**src/rtl/pipeline_hazard_ctrl.sv**
```systemverilog
// Pipeline hazard sequencer: stall/flush controls for PC, IF/ID, ID/EX, EX/MEM plus perf counters.
// Controls are combinational from state and inputs; state and counters update on the rising edge.
module pipeline_hazard_ctrl #(
   parameter int MC_CYCLES = 4,
   parameter int CNT_W     = 32
) (
   input  logic             clk,
   input  logic             rst,
   input  logic [4:0]       id_rs1_addr,
   input  logic [4:0]       id_rs2_addr,
   input  logic             id_uses_rs1,
   input  logic             id_uses_rs2,
   input  logic [4:0]       ex_rd_addr,
   input  logic             ex_mem_read,
   input  logic             ex_branch_taken,
   input  logic             ex_mc_start,
   input  logic             mem_req_pending,
   input  logic             mem_ready,
   output logic             pc_stall,
   output logic             if_id_stall,
   output logic             if_id_flush,
   output logic             id_ex_stall,
   output logic             id_ex_flush,
   output logic             ex_mem_stall,
   output logic             ex_mem_flush,
   output logic             ctrl_busy,
   output logic [CNT_W-1:0] stall_cycles,
   output logic [CNT_W-1:0] flush_events
);

   localparam int MW = ($clog2(MC_CYCLES) < 1) ? 1 : $clog2(MC_CYCLES);

   typedef enum logic {RUN, BUSY} state_t;

   state_t           state_q, state_d;
   logic [MW-1:0]    mc_cnt_q, mc_cnt_d;
   logic [CNT_W-1:0] stall_cnt_q, flush_cnt_q;

   logic mem_stall, load_use, mc_hold, mc_release, br_flush, lu_bubble;

   assign mem_stall = mem_req_pending & ~mem_ready;
   assign load_use  = ex_mem_read & (ex_rd_addr != 5'd0) &
                      ((id_uses_rs1 & (id_rs1_addr == ex_rd_addr)) |
                       (id_uses_rs2 & (id_rs2_addr == ex_rd_addr)));

   // Priority chain: memory wait beats everything, then the multicycle op, then branch, then load-use.
   assign mc_hold    = ~mem_stall & (((state_q == RUN) & ex_mc_start) |
                                     ((state_q == BUSY) & (mc_cnt_q > MW'(1))));
   assign mc_release = ~mem_stall & (state_q == BUSY) & (mc_cnt_q <= MW'(1));
   assign br_flush   = ~mem_stall & (state_q == RUN) & ~ex_mc_start & ex_branch_taken;
   assign lu_bubble  = ~mem_stall & (state_q == RUN) & ~ex_mc_start & ~ex_branch_taken & load_use;

   always_ff @(posedge clk) begin
      if (rst) begin
         state_q     <= RUN;
         mc_cnt_q    <= '0;
         stall_cnt_q <= '0;
         flush_cnt_q <= '0;
      end else begin
         state_q  <= state_d;
         mc_cnt_q <= mc_cnt_d;
         if (pc_stall) stall_cnt_q <= stall_cnt_q + CNT_W'(1);
         if (br_flush) flush_cnt_q <= flush_cnt_q + CNT_W'(1);
      end
   end

   always_comb begin
      state_d  = state_q;
      mc_cnt_d = mc_cnt_q;
      if (!mem_stall) begin
         unique case (state_q)
            RUN: begin
               if (ex_mc_start) begin
                  state_d  = BUSY;
                  mc_cnt_d = MW'(MC_CYCLES - 1);
               end
            end
            BUSY: begin
               if (mc_cnt_q > MW'(1)) begin
                  mc_cnt_d = mc_cnt_q - MW'(1);
               end else begin
                  state_d  = RUN;
                  mc_cnt_d = '0;
               end
            end
         endcase
      end
   end

   always_comb begin
      pc_stall     = 1'b0;
      if_id_stall  = 1'b0;
      if_id_flush  = 1'b0;
      id_ex_stall  = 1'b0;
      id_ex_flush  = 1'b0;
      ex_mem_stall = 1'b0;
      ex_mem_flush = 1'b0;
      ctrl_busy    = 1'b0;
      stall_cycles = '0;
      flush_events = '0;
      if (!rst) begin
         ctrl_busy    = (state_q == BUSY);
         stall_cycles = stall_cnt_q;
         flush_events = flush_cnt_q;
         if (mem_stall) begin
            pc_stall     = 1'b1;
            if_id_stall  = 1'b1;
            id_ex_stall  = 1'b1;
            ex_mem_stall = 1'b1;
         end else if (mc_hold) begin
            pc_stall     = 1'b1;
            if_id_stall  = 1'b1;
            id_ex_stall  = 1'b1;
            ex_mem_flush = 1'b1;
         end else if (br_flush) begin
            if_id_flush  = 1'b1;
            id_ex_flush  = 1'b1;
         end else if (lu_bubble) begin
            pc_stall     = 1'b1;
            if_id_stall  = 1'b1;
            id_ex_flush  = 1'b1;
         end
      end
   end

   logic unused_release;
   assign unused_release = mc_release;

endmodule

```
**config.mk**
```make
export PLATFORM = sky130hd
export DESIGN_NAME = pipeline_hazard_ctrl
export DESIGN_NICKNAME = d
export VERILOG_FILES = /design/src/rtl/pipeline_hazard_ctrl.sv
export SDC_FILE = /design/constraint.sdc
export NUM_CORES = 1
export LEC_CHECK = 0
export BUFFER_PORTS_ARGS = -buffer_cell sky130_fd_sc_hd__clkbuf_2
export CORE_UTILIZATION = 58
export DETAILED_ROUTE_END_ITERATION = 7
export PLACE_DENSITY = 0.92
export SLEW_MARGIN = 20
export SYNTH_ARGS = -nofsm -noshare
export SYNTH_HDL_FRONTEND = slang
export SYNTH_SLANG_ARGS = --single-unit
```
**constraint.sdc**
```tcl
create_clock -name clk -period 3.3 [get_ports clk]
set_input_delay 0.165 -clock clk [delete_from_list [all_inputs] [get_ports clk]]
set_output_delay 0.165 -clock clk [all_outputs]
set_load 0.005 [all_outputs]
```
==> summary.txt <==
Status
  • Run status: complete, no violations

Worst hold path
  • Min-delay src: ex_mc_start
  • Hold Crit Class: primary input to flop
  • Hold Path End: mc_cnt_q[1]
  • Worst hold path depth: 4

Clock tree
  • Post-CTS Setup Bufs: 0
  • Post-CTS Hold Fix Bufs: 0
  • CTS Sinks: 67
  • Clock buffer count from CTS: 9
  • Reg clk slew, reported paths: 0.08 ns
  • Cts repair resizes: 0
  • Clk buf depth: 2
  • CTS root buffer: clkbuf_8
  • H-Tree Depth: 3
  • CTS tree: done
  • Clock Latency Late Sink: 0.36 ns

Yosys
  • #FFs+latches synth: 67
  • Ys async rst share: 0%
  • Yosys warnings: 0
  • Largest cells by area after synthesis: dfxtp_1 35%, nor2b_1 10%, nor2_1 5.7%
  • Cell with the most instances after synthesis: dfxtp_1
  • Register area share after synthesis: 35.0%
  • EDFF count, synth: 0
  • Most instantiated cells after synthesis: 67 x dfxtp_1, 62 x nor2b_1, 58 x nor2_1
  • Ys flop type: dfxtp_1
  • Mapped Area: 0.00383 mm²
  • Distinct cells, synth: 49
  • Post-Synthesis Cells: 469
  • Post-synth net total: 495
  • Synth area leader: dfxtp_1
  • Post-synth top area share: 35.0%
  • Post-Syn Area per Cell: 8.17 µm²

GRT
  • Vias in the first global route: 3527
  • Initial antenna violation count: 0
  • Total gr overflow: 0
  • Pin count of the biggest net entering global routing: 105
  • Global-route wire length before repair: 15600 µm
  • Tot GR Track Use: 27.4%

Routing
  • WL per Instance: 14.8 µm
  • Top routing layer in use: met4
  • 1st-iter DRT viols: 285
  • WL final: 9390 µm
  • Pre-Repair DR Iteration Count: 5
  • Met1 wire length: 3820 µm
  • Metal2 WL: 4660 µm
  • Antenna Violating Nets Remaining: 0
  • Routed length on met3: 746 µm
  • DRC: 0
  • DR vias/cell: 5.94
  • Routed vias: 3764

Die
  • Die area: 0.00694 mm²
  • Initial Utilization: 60.4%
  • Row cnt: 29
  • I/O pins: 96
  • Core Area: 0.00635 mm²
  • Die W: 83.3 µm
  • Die height: 83.3 µm

Run
  • Max-Cap Viols: 0

Pwr
  • Leak pwr: 1.85 nW
  • Overall Power: 1.65 mW
  • Pwr Density: 366 mW/mm²
  • Peak supply drop: 0.273 mV

Timing
  • Slew margin rel.: 35.8%
  • Final hold vios: 0
  • Final Max Tran Viols: 0
  • Worst-Margin Slew: 0.962 ns
  • Post-Route Setup TNS: 0 ns
  • Fin crit share: 72.4%
  • RSZ-0062 raised after global routing: no
  • Fin worst setup slack: 0.912 ns
  • Final min period: 2.39 ns
  • Clk_skew: 0.0134 ns
  • Max Freq: 419 MHz
  • Hold WS: 0.277 ns
  • Setup Viol. Count Final: 0

Setup path
  • Worst Path Arrival: 2.22 ns
  • Reg2reg path depth: 6
  • Crit Path Category: flop to primary output
  • RR Endpoint: flush_cnt_q[16]
  • Critical Path RT: 3.13 ns
  • FF-to-FF Start: state_q
  • CP startpoint kind: flop
  • CP Max Fanout: 31
  • Endpoint type of the worst setup path: primary output
  • R2r setup slk: 0.98 ns

Finish
  • Final Net Count: 578
  • P&R area growth vs syn: 17.2%
  • Final Non-Filler Cells: 634
  • Post-Route Utilization: 70.8%
  • Design area: 0.00449 mm²
  • Ant diodes: 0
  • Layout cells sized above 1: 24.6%
  • Fillers: 501

Placement
  • Placed Instances: 618
  • GPL Wtd Cong: 0.820
  • Place WS: 1.01 ns
  • IO Port Bufs: 95
  • DP HPWL: 6430 µm
  • Cell Area, Placed: 0.00430 mm²
logic make-up (layout without fill, tap and decap cells):
| logic type | after synthesis | count (layout) | synth area share (%) |
|---|---|---|---|
| and+or+nand+nor | 261 | 261 | 39.6 |
| xor gates and xnor gates | 39 | 39 | 8.91 |
| DFF | 67 | 67 | 35.0 |
| buffers and inverters | 33 | 121 | 3.95 |
| adders and majority gates | 2 | 2 | 0.653 |
| muxes | 13 | 13 | 3.79 |
| AOI/OAI and AO/OA | 54 | 54 | 8.16 |
power by group:
part	switching (mW)	total, mW	internal (mW)
clock network	0.333	0.678	0.345
registers	0.0131	0.832	0.819
logic	0.0826	0.136	0.0529
total	0.428	1.65	1.22
registers in the layout, summed over array words and instances (netlist names):
name and count:
flush_cnt_q 32, state_q 1, mc_cnt_q 2, stall_cnt_q 32
critical path: stages (launching register included):
cell and delay (ns):
dfxtp_1 0.47, mux2i_1 0.31, nand2_1 0.15, a21oi_4 0.60, nor2_1 0.16, clkbuf_2 0.17
cell type report:
type / instances / area, µm² / share of cell area (%)
Multi-Input combinational cell: 369 / 2340 / 52.1
Inverter: 8 / 30.0 / 0.668
Timing Repair Buffer: 97 / 493 / 11.0
Sequential cell: 67 / 1340 / 29.8
Clock inverter: 7 / 68.8 / 1.53
Clock buffer: 9 / 124 / 2.76
Tap cell: 77 / 96.3 / 2.14
routing by layer:
layer | GRT usage (%) | vias to the layer above
met4 | 12.4 | 0
met5 | 0 | -
met2 | 46.6 | 178
li1 | - | 1790
met1 | 32.6 | 1774
met3 | 6.56 | 22
worst max-delay path by stage:
stage,from,to,slack (ns)
global route,state_q,pc_stall,0.72
finish,state_q,pc_stall,0.91
CTS,state_q,pc_stall,0.91
floorplan,state_q,stall_cnt_q[1],1.39
global placement,ex_rd_addr[1],stall_cnt_q[15],1.13
detailed placement,mem_ready,flush_cnt_q[16],1.01
cell usage in the layout (no fill, tap or decap), drive strengths merged, types with 4 or more instances in the layout:
cell type and count:
clkbuf 103, inv 8, nor4 6, or4 6
clkinv 4, nand3 27, and3 16, nor2b 62
or3 8, dfxtp 67, nand4b 8, a21oi 25
nand2 27, mux2 12, and4 5, o31ai 4
nand4 20, o21ai 17, nor3 11, xor2 24
xnor2 15, nor2 60
Power figures use the tool's default switching activity.
